[src/rtl/frogger_pkg.sv]
// Shared playfield geometry, facing/state encodings and a water-row helper
// used by the frog motion controller and its neighbours.
package frogger_pkg;

    localparam int GRID       = 40;
    localparam int SCREEN_W   = 640;
    localparam int SCREEN_H   = 480;
    localparam int FROG_MAX_X = 600;
    localparam int HOME_Y     = 40;
    localparam int FROG_MAX_Y = 440;
    localparam int WATER_Y0   = 80;
    localparam int WATER_Y1   = 239;

    typedef enum logic [1:0] {
        UP    = 2'b00,
        DOWN  = 2'b01,
        RIGHT = 2'b10,
        LEFT  = 2'b11
    } dir_t;

    typedef enum logic [1:0] {
        IDLE,
        HOP,
        DEAD,
        GAME_OVER
    } frog_state_t;

    function automatic logic in_water(input logic [10:0] y);
        return (y >= 11'(WATER_Y0)) && (y <= 11'(WATER_Y1));
    endfunction

endpackage

[src/rtl/frame_tick_gen.sv]
// Two-flop rising-edge detector turning the vsync-rate frame_clk level into
// a one-Clk tick; shared with the car and lily-pad movers.
module frame_tick_gen (
    input  logic clk,
    input  logic reset,
    input  logic frame_clk,
    output logic tick
);

    logic q1, q2;

    // Loading both flops with the live level on reset swallows any edge that
    // was in progress, so no spurious tick follows reset release.
    always_ff @(posedge clk) begin
        if (reset) begin
            q1 <= frame_clk;
            q2 <= frame_clk;
        end else begin
            q1 <= frame_clk;
            q2 <= q1;
        end
    end

    assign tick = q1 & ~q2;

endmodule

[src/rtl/frog_motion_ctrl.sv]
// Frog position/facing owner: grid hops animated over HOP_FRAMES frames,
// lily-pad riding, death/respawn, lives and home-row wins, one step per frame.
module frog_motion_ctrl
    import frogger_pkg::*;
#(
    parameter int HOP_FRAMES   = 5,
    parameter int DEATH_FRAMES = 30,
    parameter int START_LIVES  = 3,
    parameter int START_X      = 320,
    parameter int START_Y      = 440
) (
    input  logic        Clk,
    input  logic        Reset,
    input  logic        frame_clk,
    input  logic        up,
    input  logic        down,
    input  logic        left,
    input  logic        right,
    input  logic [3:0]  Car_Collision,
    input  logic [3:0]  LPad_Collision,
    input  logic [3:0]  ride_dx,
    output logic [10:0] FrogX,
    output logic [10:0] FrogY,
    output logic [1:0]  cur_Frog_Direction,
    output logic        frog_dead,
    output logic [1:0]  lives,
    output logic        win_pulse
);

    localparam int HW = $clog2(HOP_FRAMES + 1);
    localparam int DW = $clog2(DEATH_FRAMES + 1);
    localparam logic [10:0] STEP = 11'(GRID / HOP_FRAMES);
    localparam logic [10:0] RESP_X = 11'(START_X);
    localparam logic [10:0] RESP_Y = 11'(START_Y);

    logic            tick;
    frog_state_t     state;
    dir_t            dir_q;
    logic [HW-1:0]   hop_cnt;
    logic [DW-1:0]   death_cnt;
    logic [3:0]      key_prev;
    logic [3:0]      keys, key_new;

    dir_t               key_dir;
    logic               key_hit;
    logic signed [11:0] x_s, y_s, off_x, off_y, tgt_x, tgt_y, ride_x;
    logic               tgt_ok;
    logic [10:0]        water_x, step_x, step_y;
    logic               water_die;

    frame_tick_gen u_tick (
        .clk       (Clk),
        .reset     (Reset),
        .frame_clk (frame_clk),
        .tick      (tick)
    );

    assign keys               = {up, down, left, right};
    assign key_new            = keys & ~key_prev;
    assign key_hit            = |key_new;
    assign cur_Frog_Direction = dir_q;
    assign x_s                = $signed({1'b0, FrogX});
    assign y_s                = $signed({1'b0, FrogY});

    // Key decode (up > down > left > right) and hop target legality.
    always_comb begin
        key_dir = UP;
        off_x   = '0;
        off_y   = '0;
        if (key_new[3]) begin
            key_dir = UP;
            off_y   = -12'sd40;
        end else if (key_new[2]) begin
            key_dir = DOWN;
            off_y   = 12'sd40;
        end else if (key_new[1]) begin
            key_dir = LEFT;
            off_x   = -12'sd40;
        end else if (key_new[0]) begin
            key_dir = RIGHT;
            off_x   = 12'sd40;
        end
        tgt_x  = x_s + off_x;
        tgt_y  = y_s + off_y;
        tgt_ok = (tgt_x >= 12'sd0) && (tgt_x <= 12'(FROG_MAX_X)) &&
                 (tgt_y >= 12'(HOME_Y)) && (tgt_y <= 12'(FROG_MAX_Y));
    end

    // Pad ride: out-of-range results are clamped to the edge and kill the frog.
    always_comb begin
        ride_x    = x_s + {{8{ride_dx[3]}}, ride_dx};
        water_x   = FrogX;
        water_die = 1'b1;
        if (|LPad_Collision) begin
            if (ride_x < 12'sd0) begin
                water_x = '0;
            end else if (ride_x > 12'(FROG_MAX_X)) begin
                water_x = 11'(FROG_MAX_X);
            end else begin
                water_x   = ride_x[10:0];
                water_die = 1'b0;
            end
        end
    end

    always_comb begin
        step_x = FrogX;
        step_y = FrogY;
        case (dir_q)
            UP:    step_y = FrogY - STEP;
            DOWN:  step_y = FrogY + STEP;
            LEFT:  step_x = FrogX - STEP;
            RIGHT: step_x = FrogX + STEP;
        endcase
    end

    always_ff @(posedge Clk) begin
        if (Reset) begin
            state     <= IDLE;
            FrogX     <= RESP_X;
            FrogY     <= RESP_Y;
            dir_q     <= UP;
            lives     <= 2'(START_LIVES);
            frog_dead <= 1'b0;
            win_pulse <= 1'b0;
            hop_cnt   <= '0;
            death_cnt <= '0;
            key_prev  <= '0;
        end else begin
            win_pulse <= 1'b0;
            if (tick) begin
                key_prev <= keys;
                case (state)
                    IDLE: begin
                        if (|Car_Collision) begin
                            state     <= DEAD;
                            frog_dead <= 1'b1;
                            death_cnt <= '0;
                            lives     <= (lives != 2'd0) ? lives - 2'd1 : 2'd0;
                        end else if (key_hit) begin
                            dir_q <= key_dir;
                            if (tgt_ok) begin
                                state   <= HOP;
                                hop_cnt <= '0;
                            end
                        end else if (in_water(FrogY)) begin
                            FrogX <= water_x;
                            if (water_die) begin
                                state     <= DEAD;
                                frog_dead <= 1'b1;
                                death_cnt <= '0;
                                lives     <= (lives != 2'd0) ? lives - 2'd1 : 2'd0;
                            end
                        end
                    end
                    HOP: begin
                        if (|Car_Collision) begin
                            state     <= DEAD;
                            frog_dead <= 1'b1;
                            death_cnt <= '0;
                            lives     <= (lives != 2'd0) ? lives - 2'd1 : 2'd0;
                        end else begin
                            hop_cnt <= hop_cnt + 1'b1;
                            FrogX   <= step_x;
                            FrogY   <= step_y;
                            if (hop_cnt == HW'(HOP_FRAMES - 1)) begin
                                state <= IDLE;
                                // Home row: pulse and send the frog straight back to the start.
                                if (step_y == 11'(HOME_Y)) begin
                                    win_pulse <= 1'b1;
                                    FrogX     <= RESP_X;
                                    FrogY     <= RESP_Y;
                                    dir_q     <= UP;
                                end
                            end
                        end
                    end
                    DEAD: begin
                        death_cnt <= death_cnt + 1'b1;
                        if (death_cnt == DW'(DEATH_FRAMES - 1)) begin
                            if (lives == 2'd0) begin
                                state <= GAME_OVER;
                            end else begin
                                state     <= IDLE;
                                frog_dead <= 1'b0;
                                FrogX     <= RESP_X;
                                FrogY     <= RESP_Y;
                                dir_q     <= UP;
                            end
                        end
                    end
                    default: ;
                endcase
            end
        end
    end

endmodule
[config.mk]
export PLATFORM = sky130hd
export DESIGN_NAME = frog_motion_ctrl
export DESIGN_NICKNAME = d
export VERILOG_FILES = /design/src/rtl/frogger_pkg.sv /design/src/rtl/frame_tick_gen.sv /design/src/rtl/frog_motion_ctrl.sv
export SDC_FILE = /design/constraint.sdc
export NUM_CORES = 1
export LEC_CHECK = 0
export CORE_ASPECT_RATIO = 1.5
export CORE_MARGIN = 2
export CORE_UTILIZATION = 64
export CTS_BUF_LIST = sky130_fd_sc_hd__clkbuf_4
export DETAILED_ROUTE_END_ITERATION = 8
export PLACE_DENSITY = 0.95
export REMOVE_ABC_BUFFERS = 1
export SETUP_SLACK_MARGIN = 0.02
export SLEW_MARGIN = 25
export SYNTH_ARGS = -nofsm -noshare
export SYNTH_HDL_FRONTEND = slang
export SYNTH_SLANG_ARGS = --single-unit
[constraint.sdc]
create_clock -name Clk -period 7.1 [get_ports Clk]
set_input_delay 1.42 -clock Clk [delete_from_list [all_inputs] [get_ports Clk]]
set_output_delay 1.42 -clock Clk [all_outputs]
set_load 0.02 [all_outputs]
### Yosys cells after proc, flatten, opt, wreduce, memory -nomap -nowiden

Index checks and enable logic that the tools add are counted.

* bits in registers: 44
* input bits: 19
* logic and storage cells: 166

* add/subtract/negate cells: 10
* $lt $le $gt $ge: 8
* equality and inequality tests: 27
* mux-type cells: 79
* bitwise logic cells: 7
* reductions and logical operators: 23

Operator list (count)
* 2-to-1 mux 11 bit: 16
* case mux 11 bit (2 select lines): 3
* 2-to-1 mux 2 bit: 26
* 2-to-1 mux 12 bit: 4
* case mux 11 bit (3 select lines): 1
* 2-to-1 mux 5 bit: 5
* adder 12 bit: 2
* inequality test 2 bit (second input constant): 12
* adder 11 x 4 -> 11 bit (second input constant): 2
* subtractor 11 x 4 -> 11 bit (second input constant): 2
* AND reduction 6 bit: 3
* AND reduction 9 bit: 2
* case mux 5 bit (3 select lines): 1
* adder 11 x 12 -> 12 bit: 1
* >= comparator 12 x 1 -> 1 bit (second input constant): 1
* >= comparator 12 x 7 -> 1 bit (second input constant): 1
* greater-than comparator 12 x 11 -> 1 bit (second input constant): 1
* <= comparator 12 x 10 -> 1 bit (second input constant): 1
* <= comparator 12 x 11 -> 1 bit (second input constant): 1
* < comparator 12 x 1 -> 1 bit (second input constant): 1
* 2-to-1 mux 1 bit: 12
* 2-to-1 mux 3 bit: 4
* 2-to-1 mux 6 bit: 2
* inequality test 3 bit (second input constant): 4
* other kinds (28): 46

### Longest topological paths before layout

* depth in word-level cells: 15
* mapped depth: 15

### Hierarchy

Synthesis repeated with hierarchy kept, for this count alone.

* cells, all modules: 584
* area, all modules: 4485.6 um^2

By module, submodules not included
* frog_motion_ctrl: instances 1, cells each 580, area each 4424.2 um^2, sequential area each 780.7 um^2
* frame_tick_gen: instances 1, cells each 4, area each 61.3 um^2, sequential area each 40.0 um^2

### Worst setup path before layout

OpenSTA, ideal clock, no wires.

* path kind: input to register
* start: input port up
* end: register hop_cnt[0]
* setup time: 116 ps
* arrival: 3905 ps
* data required time: 6984 ps
* setup slack: 3079 ps
* stages: 12
* buffers on the path: 0
* cell sequence: nand2b_1 inv_1 nor2_1 ha_1 nor2b_1 o2111a_1 o41a_1 or3_1 a2bb2oi_1 and4_1 o211ai_2 a31o_2

* word-level cells in the longest chain between the ends: 9
* elaborated cells on any way between the ends: 16

Ends and longest elaborated chain
* start, declared: line frog_motion_ctrl.sv:15 `input logic up,`
* AND 4 bit *: line frog_motion_ctrl.sv:59 `assign key_new = keys & ~key_prev;`
* 2-to-1 mux 12 bit: line frog_motion_ctrl.sv:70 `if (key_new[3]) begin`
* adder 12 bit: line frog_motion_ctrl.sv:83 `tgt_x = x_s + off_x;`
* >= comparator 12 x 1 -> 1 bit / <= comparator 12 x 11 -> 1 bit (equally long branches): line frog_motion_ctrl.sv:85 `tgt_ok = (tgt_x >= 12'sd0) && (tgt_x <= 12'(FROG_MAX_X)) &&`
* logical AND 1 bit (2 in a row): line frog_motion_ctrl.sv:85
* logical AND 1 bit: line frog_motion_ctrl.sv:86 `(tgt_y >= 12'(HOME_Y)) && (tgt_y <= 12'(FROG_MAX_Y));`
* inequality test 2 bit (no line)
* AND reduction 6 bit (no line) *
* end signal, assigned: line frog_motion_ctrl.sv:163 `hop_cnt <= hop_cnt + 1'b1;`
* end, declared: line frog_motion_ctrl.sv:39 `logic [HW-1:0] hop_cnt;`

Mark *: on every way between the ends. The rest lies on a longest branch, timed or not.
A chain may end at the register's enable or synchronous reset.

### Worst setup path after layout

* start: input port down
* end: register hop_cnt[0]

* word-level cells in the longest chain between the ends: 10
* elaborated cells on any way between the ends: 18

Ends and longest elaborated chain
* start, declared: line frog_motion_ctrl.sv:16 `input logic down,`
* AND 4 bit *: line frog_motion_ctrl.sv:59
* 2-to-1 mux 12 bit: line frog_motion_ctrl.sv:73 `end else if (key_new[2]) begin`
* 2-to-1 mux 12 bit: line frog_motion_ctrl.sv:70
* adder 12 bit: line frog_motion_ctrl.sv:83
* >= comparator 12 x 1 -> 1 bit / <= comparator 12 x 11 -> 1 bit (equally long branches): line frog_motion_ctrl.sv:85
* logical AND 1 bit (2 in a row): line frog_motion_ctrl.sv:85
* logical AND 1 bit: line frog_motion_ctrl.sv:86
* inequality test 2 bit (no line)
* AND reduction 6 bit (no line) *

Marked as above.

==> impl_metrics.json <==
{
  "status": "complete, no violations",
  "fin_util_pct": 73.8,
  "min_period_over_period_pct": 66.2,
  "ant_nets": 0,
  "cts-hold-fix-buffers": 0,
  "area.sequential_um2": 821,
  "netlist_area_mm2": 0.00428,
  "wl_met2_um": 6520,
  "p_leak_uw": 0.00188,
  "clock_path_buffers": 2,
  "worstPathRequired_ns": 7.41,
  "start_kind": "input port",
  "n_antenna_cell": 0,
  "holdPathEnd": "key_prev[2]$_SDFFE_PP0P_",
  "wirelength_met1_um": 4600,
  "post_cts_buffers": 0,
  "synth_edf_count": 0,
  "row_count": 36,
  "die_y_um": 104,
  "hpwl_um": 9280,
  "setup_violations": 0,
  "r2r_setup_slack_ns": 3.21,
  "synthArstFlopShare_pct": 0,
  "syn_avg_cell_area_um2": 7.55,
  "drc": 0,
  "crit_arrival_ns": 5.01,
  "io-pin-count": 47,
  "hp-start": "key_prev[2]$_SDFFE_PP0P_",
  "timing.rr.start": "cur_Frog_Direction[0]$_SDFFE_PP0P_",
  "fin_crit_ns": 4.70,
  "cts-root-buf": "clkbuf_4",
  "grt_max_degree": 37,
  "reg2reg_to": "cur_Frog_Direction[1]$_SDFFE_PP0P_",
  "fin_setup_tns_ns": 0,
  "drive_gt1_share_pct": 4.33,
  "slew_violations": 0,
  "tightest_slew_ns": 0.768,
  "hold_viol_final": 0,
  "netSwitchingPower_uw": 226,
  "cts_resized": 0,
  "max-vdd-ir-drop_uv": 74.5,
  "syn_inst": 567,
  "grtUsageTotal_pct": 32.2,
  "clkPwrFrac_pct": 20.2,
  "relSlewSlack_pct": 48.4,
  "start_util_pct": 66.0,
  "worstPathMaxFanout": 5,
  "antenna_found_initial": 0,
  "syn_to_final_growth_pct": 11.8,
  "dieWidth_um": 70.8,
  "drt_pass1_iterations": 6,
  "drt_iter0_markers": 416,
  "h-tree-depth": 2,
  "dieArea_mm2": 0.00738,
  "synth_flop_cell": "dfxtp_1",
  "coreArea_mm2": 0.00649,
  "yosysSeqAreaShare_pct": 19.2,
  "yosys_warnings": 0,
  "route.met3.wl_um": 585,
  "grt_pass1_vias": 4358,
  "seq_power_share_pct": 42.0,
  "cts.sinks": 41,
  "clk_latency_ns": 0.37,
  "final_nets": 671,
  "vias": 4492,
  "hold_path.class": "reg2reg",
  "path_clk_slew_ns": 0.12,
  "grt_pass1_wl_um": 19700,
  "rr_worst_depth": 12,
  "p_int_uw": 365,
  "critPathKind": "in2reg",
  "max_freq_ghz": 0.213,
  "cellPowerDensity_mw_per_mm2": 123,
  "min_delay_path_depth": 2,
  "wl_um": 12000,
  "overflow": 0,
  "endpoint_kind": "flop",
  "multi_input_area_mm2": 0.00324,
  "routedWlPerCell_um": 17.8,
  "synth.distinct_cells": 70,
  "ys_ff_latch": 41,
  "numCtsBuffers": 5,
  "portBuffers": 43,
  "n_fill_cell": 505,
  "tritoncts": "done",
  "rsz0062_at_grt": "no",
  "switching_share_pct": 38.2,
  "drv_cap": 0,
  "dr.max_layer_used": "met4",
  "p_comb_share_pct": 37.8,
  "skew_ns": 0.0208,
  "avgViaCountPerCell": 6.64,
  "place.gp.congestion": 0.969
}
-- Yosys cell counts (3+ instances only) --
| cell type | n | area, um^2 |
|---|---|---|
| o22ai_1 | 3 | 18.8 |
| xor2_1 | 11 | 96.3 |
| a221oi_1 | 3 | 26.3 |
| nand2b_1 | 10 | 62.6 |
| o21bai_1 | 4 | 30.0 |
| o21ai_0 | 27 | 135 |
| nor3_1 | 34 | 170 |
| o211ai_1 | 7 | 52.6 |
| nand4_1 | 12 | 75.1 |
| xnor2_1 | 10 | 87.6 |
| nor2b_1 | 19 | 119 |
| a21oi_1 | 33 | 165 |
| a32o_1 | 3 | 30.0 |
| and3_1 | 5 | 31.3 |
| nor4_1 | 6 | 37.5 |
| nand3b_1 | 4 | 30.0 |
| a211oi_1 | 12 | 90.1 |
| a211o_1 | 3 | 26.3 |
| mux2i_1 | 5 | 50.1 |
| nand3_1 | 16 | 80.1 |
| buf_4 | 3 | 22.5 |
| clkbuf_1 | 14 | 52.6 |
| inv_1 | 35 | 131 |
| or4_1 | 4 | 30.0 |
| fa_1 | 5 | 100 |
| a21o_1 | 13 | 97.6 |
| o41ai_1 | 3 | 26.3 |
| nand2_1 | 53 | 199 |
| nor2_1 | 45 | 169 |
| nor4b_1 | 3 | 26.3 |
| a31o_2 | 4 | 35.0 |
| ha_1 | 47 | 588 |
| a31oi_1 | 11 | 68.8 |
| or3_1 | 7 | 43.8 |
| o21a_1 | 6 | 45.0 |
| mux2_2 | 3 | 33.8 |
| dfxtp_1 | 41 | 821 |
-- area by class of cell --
class	count	area share, %
timing repair buffer	45	9.30
sequential	41	17.1
clock inverter	3	0.366
tap	76	1.99
inverter	35	2.74
multi-input combinational	472	67.7
clock buffer	5	0.784
-- cell usage in the layout (no fill, tap or decap), types with 7 or more instances in the layout --
cell type,count
a211oi_1,12
a21o_1,13
a21oi_1,33
a31oi_1,11
clkdlybuf4s50_1,43
dfxtp_1,41
ha_1,47
inv_1,35
nand2_1,53
nand2b_1,10
nand3_1,16
nand4_1,12
nor2_1,45
nor2b_1,19
nor3_1,34
o211ai_1,7
o21ai_0,26
or3_1,7
xnor2_1,10
xor2_1,11
-- worst max-delay path, cell delays in order --
cell             delay, ns
clkdlybuf4s50_1       0.50
nand2b_1              0.13
nand2_1               0.19
ha_1                  0.23
inv_1                 0.07
fa_1                  0.40
nor2b_1               0.31
nor2_1                0.07
o32ai_1               0.31
a2111oi_0             0.12
a2111oi_0             0.42
and4_1                0.35
o211ai_2              0.14
nor4_1                0.20
a31o_2                0.14
-- state kept, by name, summed over array words and instances (netlist names) --
register	count
FrogX	11
FrogY	8
cur_Frog_Direction	2
death_cnt	5
frog_dead	1
hop_cnt	3
key_prev	4
lives	2
state	2
u_tick.q1	1
u_tick.q2	1
win_pulse	1
-- stage by stage --
stage | total power (uW) | setup slack, ns | area, um^2 | hold WS (ns) | instances
6_report | 590 | 2.40 | 4790 | 0.464 | 677
3_5_place_dp | 469 | 2.06 | 4730 | 0.447 | 669
5_1_grt | 619 | 2.12 | 4790 | 0.472 | 677
4_1_cts | 584 | 2.42 | 4790 | 0.463 | 677
2_1_floorplan | 405 | 3.08 | 4190 | 0.425 | 548
3_3_place_gp | 462 | 2.19 | 4730 | 0.438 | 669
-- power by group through the flow --
stage / combinational, uW / clock (uW) / sequential, uW
floorplan: 151 / 0 / 254
global placement: 210 / 0 / 252
detailed placement: 216 / 0 / 253
CTS: 218 / 118 / 248
global route: 243 / 126 / 249
finish: 223 / 119 / 248
-- worst max path at each step --
stage	depth (start not counted)	start	to	slack, ns
2_1_floorplan	12	up	hop_cnt[0]$_SDFFE_PP0P_	3.08
3_3_place_gp	13	up	hop_cnt[1]$_SDFFE_PP0P_	2.19
3_5_place_dp	15	up	hop_cnt[0]$_SDFFE_PP0P_	2.06
4_1_cts	15	up	hop_cnt[0]$_SDFFE_PP0P_	2.42
5_1_grt	14	up	hop_cnt[0]$_SDFFE_PP0P_	2.12
6_report	15	down	hop_cnt[0]$_SDFFE_PP0P_	2.40
-- cell families (layout without fill, tap and decap cells) --
group / count (synthesis) / in the layout / synth area share (%)
buf+inv: 56 / 88 / 5.38
other cells: 1 / 3 / 0.0876
compound gates: 162 / 162 / 26.6
fa+ha+maj: 52 / 52 / 16.1
mux: 8 / 8 / 1.96
xor+xnor: 21 / 21 / 4.29
simple gates: 226 / 226 / 26.4
flops: 41 / 41 / 19.2
-- routing by layer --
layer | track usage [%] | vias up
met2 | 61.9 | 176
met5 | 0 | -
li1 | - | 2178
met4 | 11.7 | 0
met3 | 3.39 | 35
met1 | 34.9 | 2103
No activity file was read; power rests on OpenSTA's default activity.
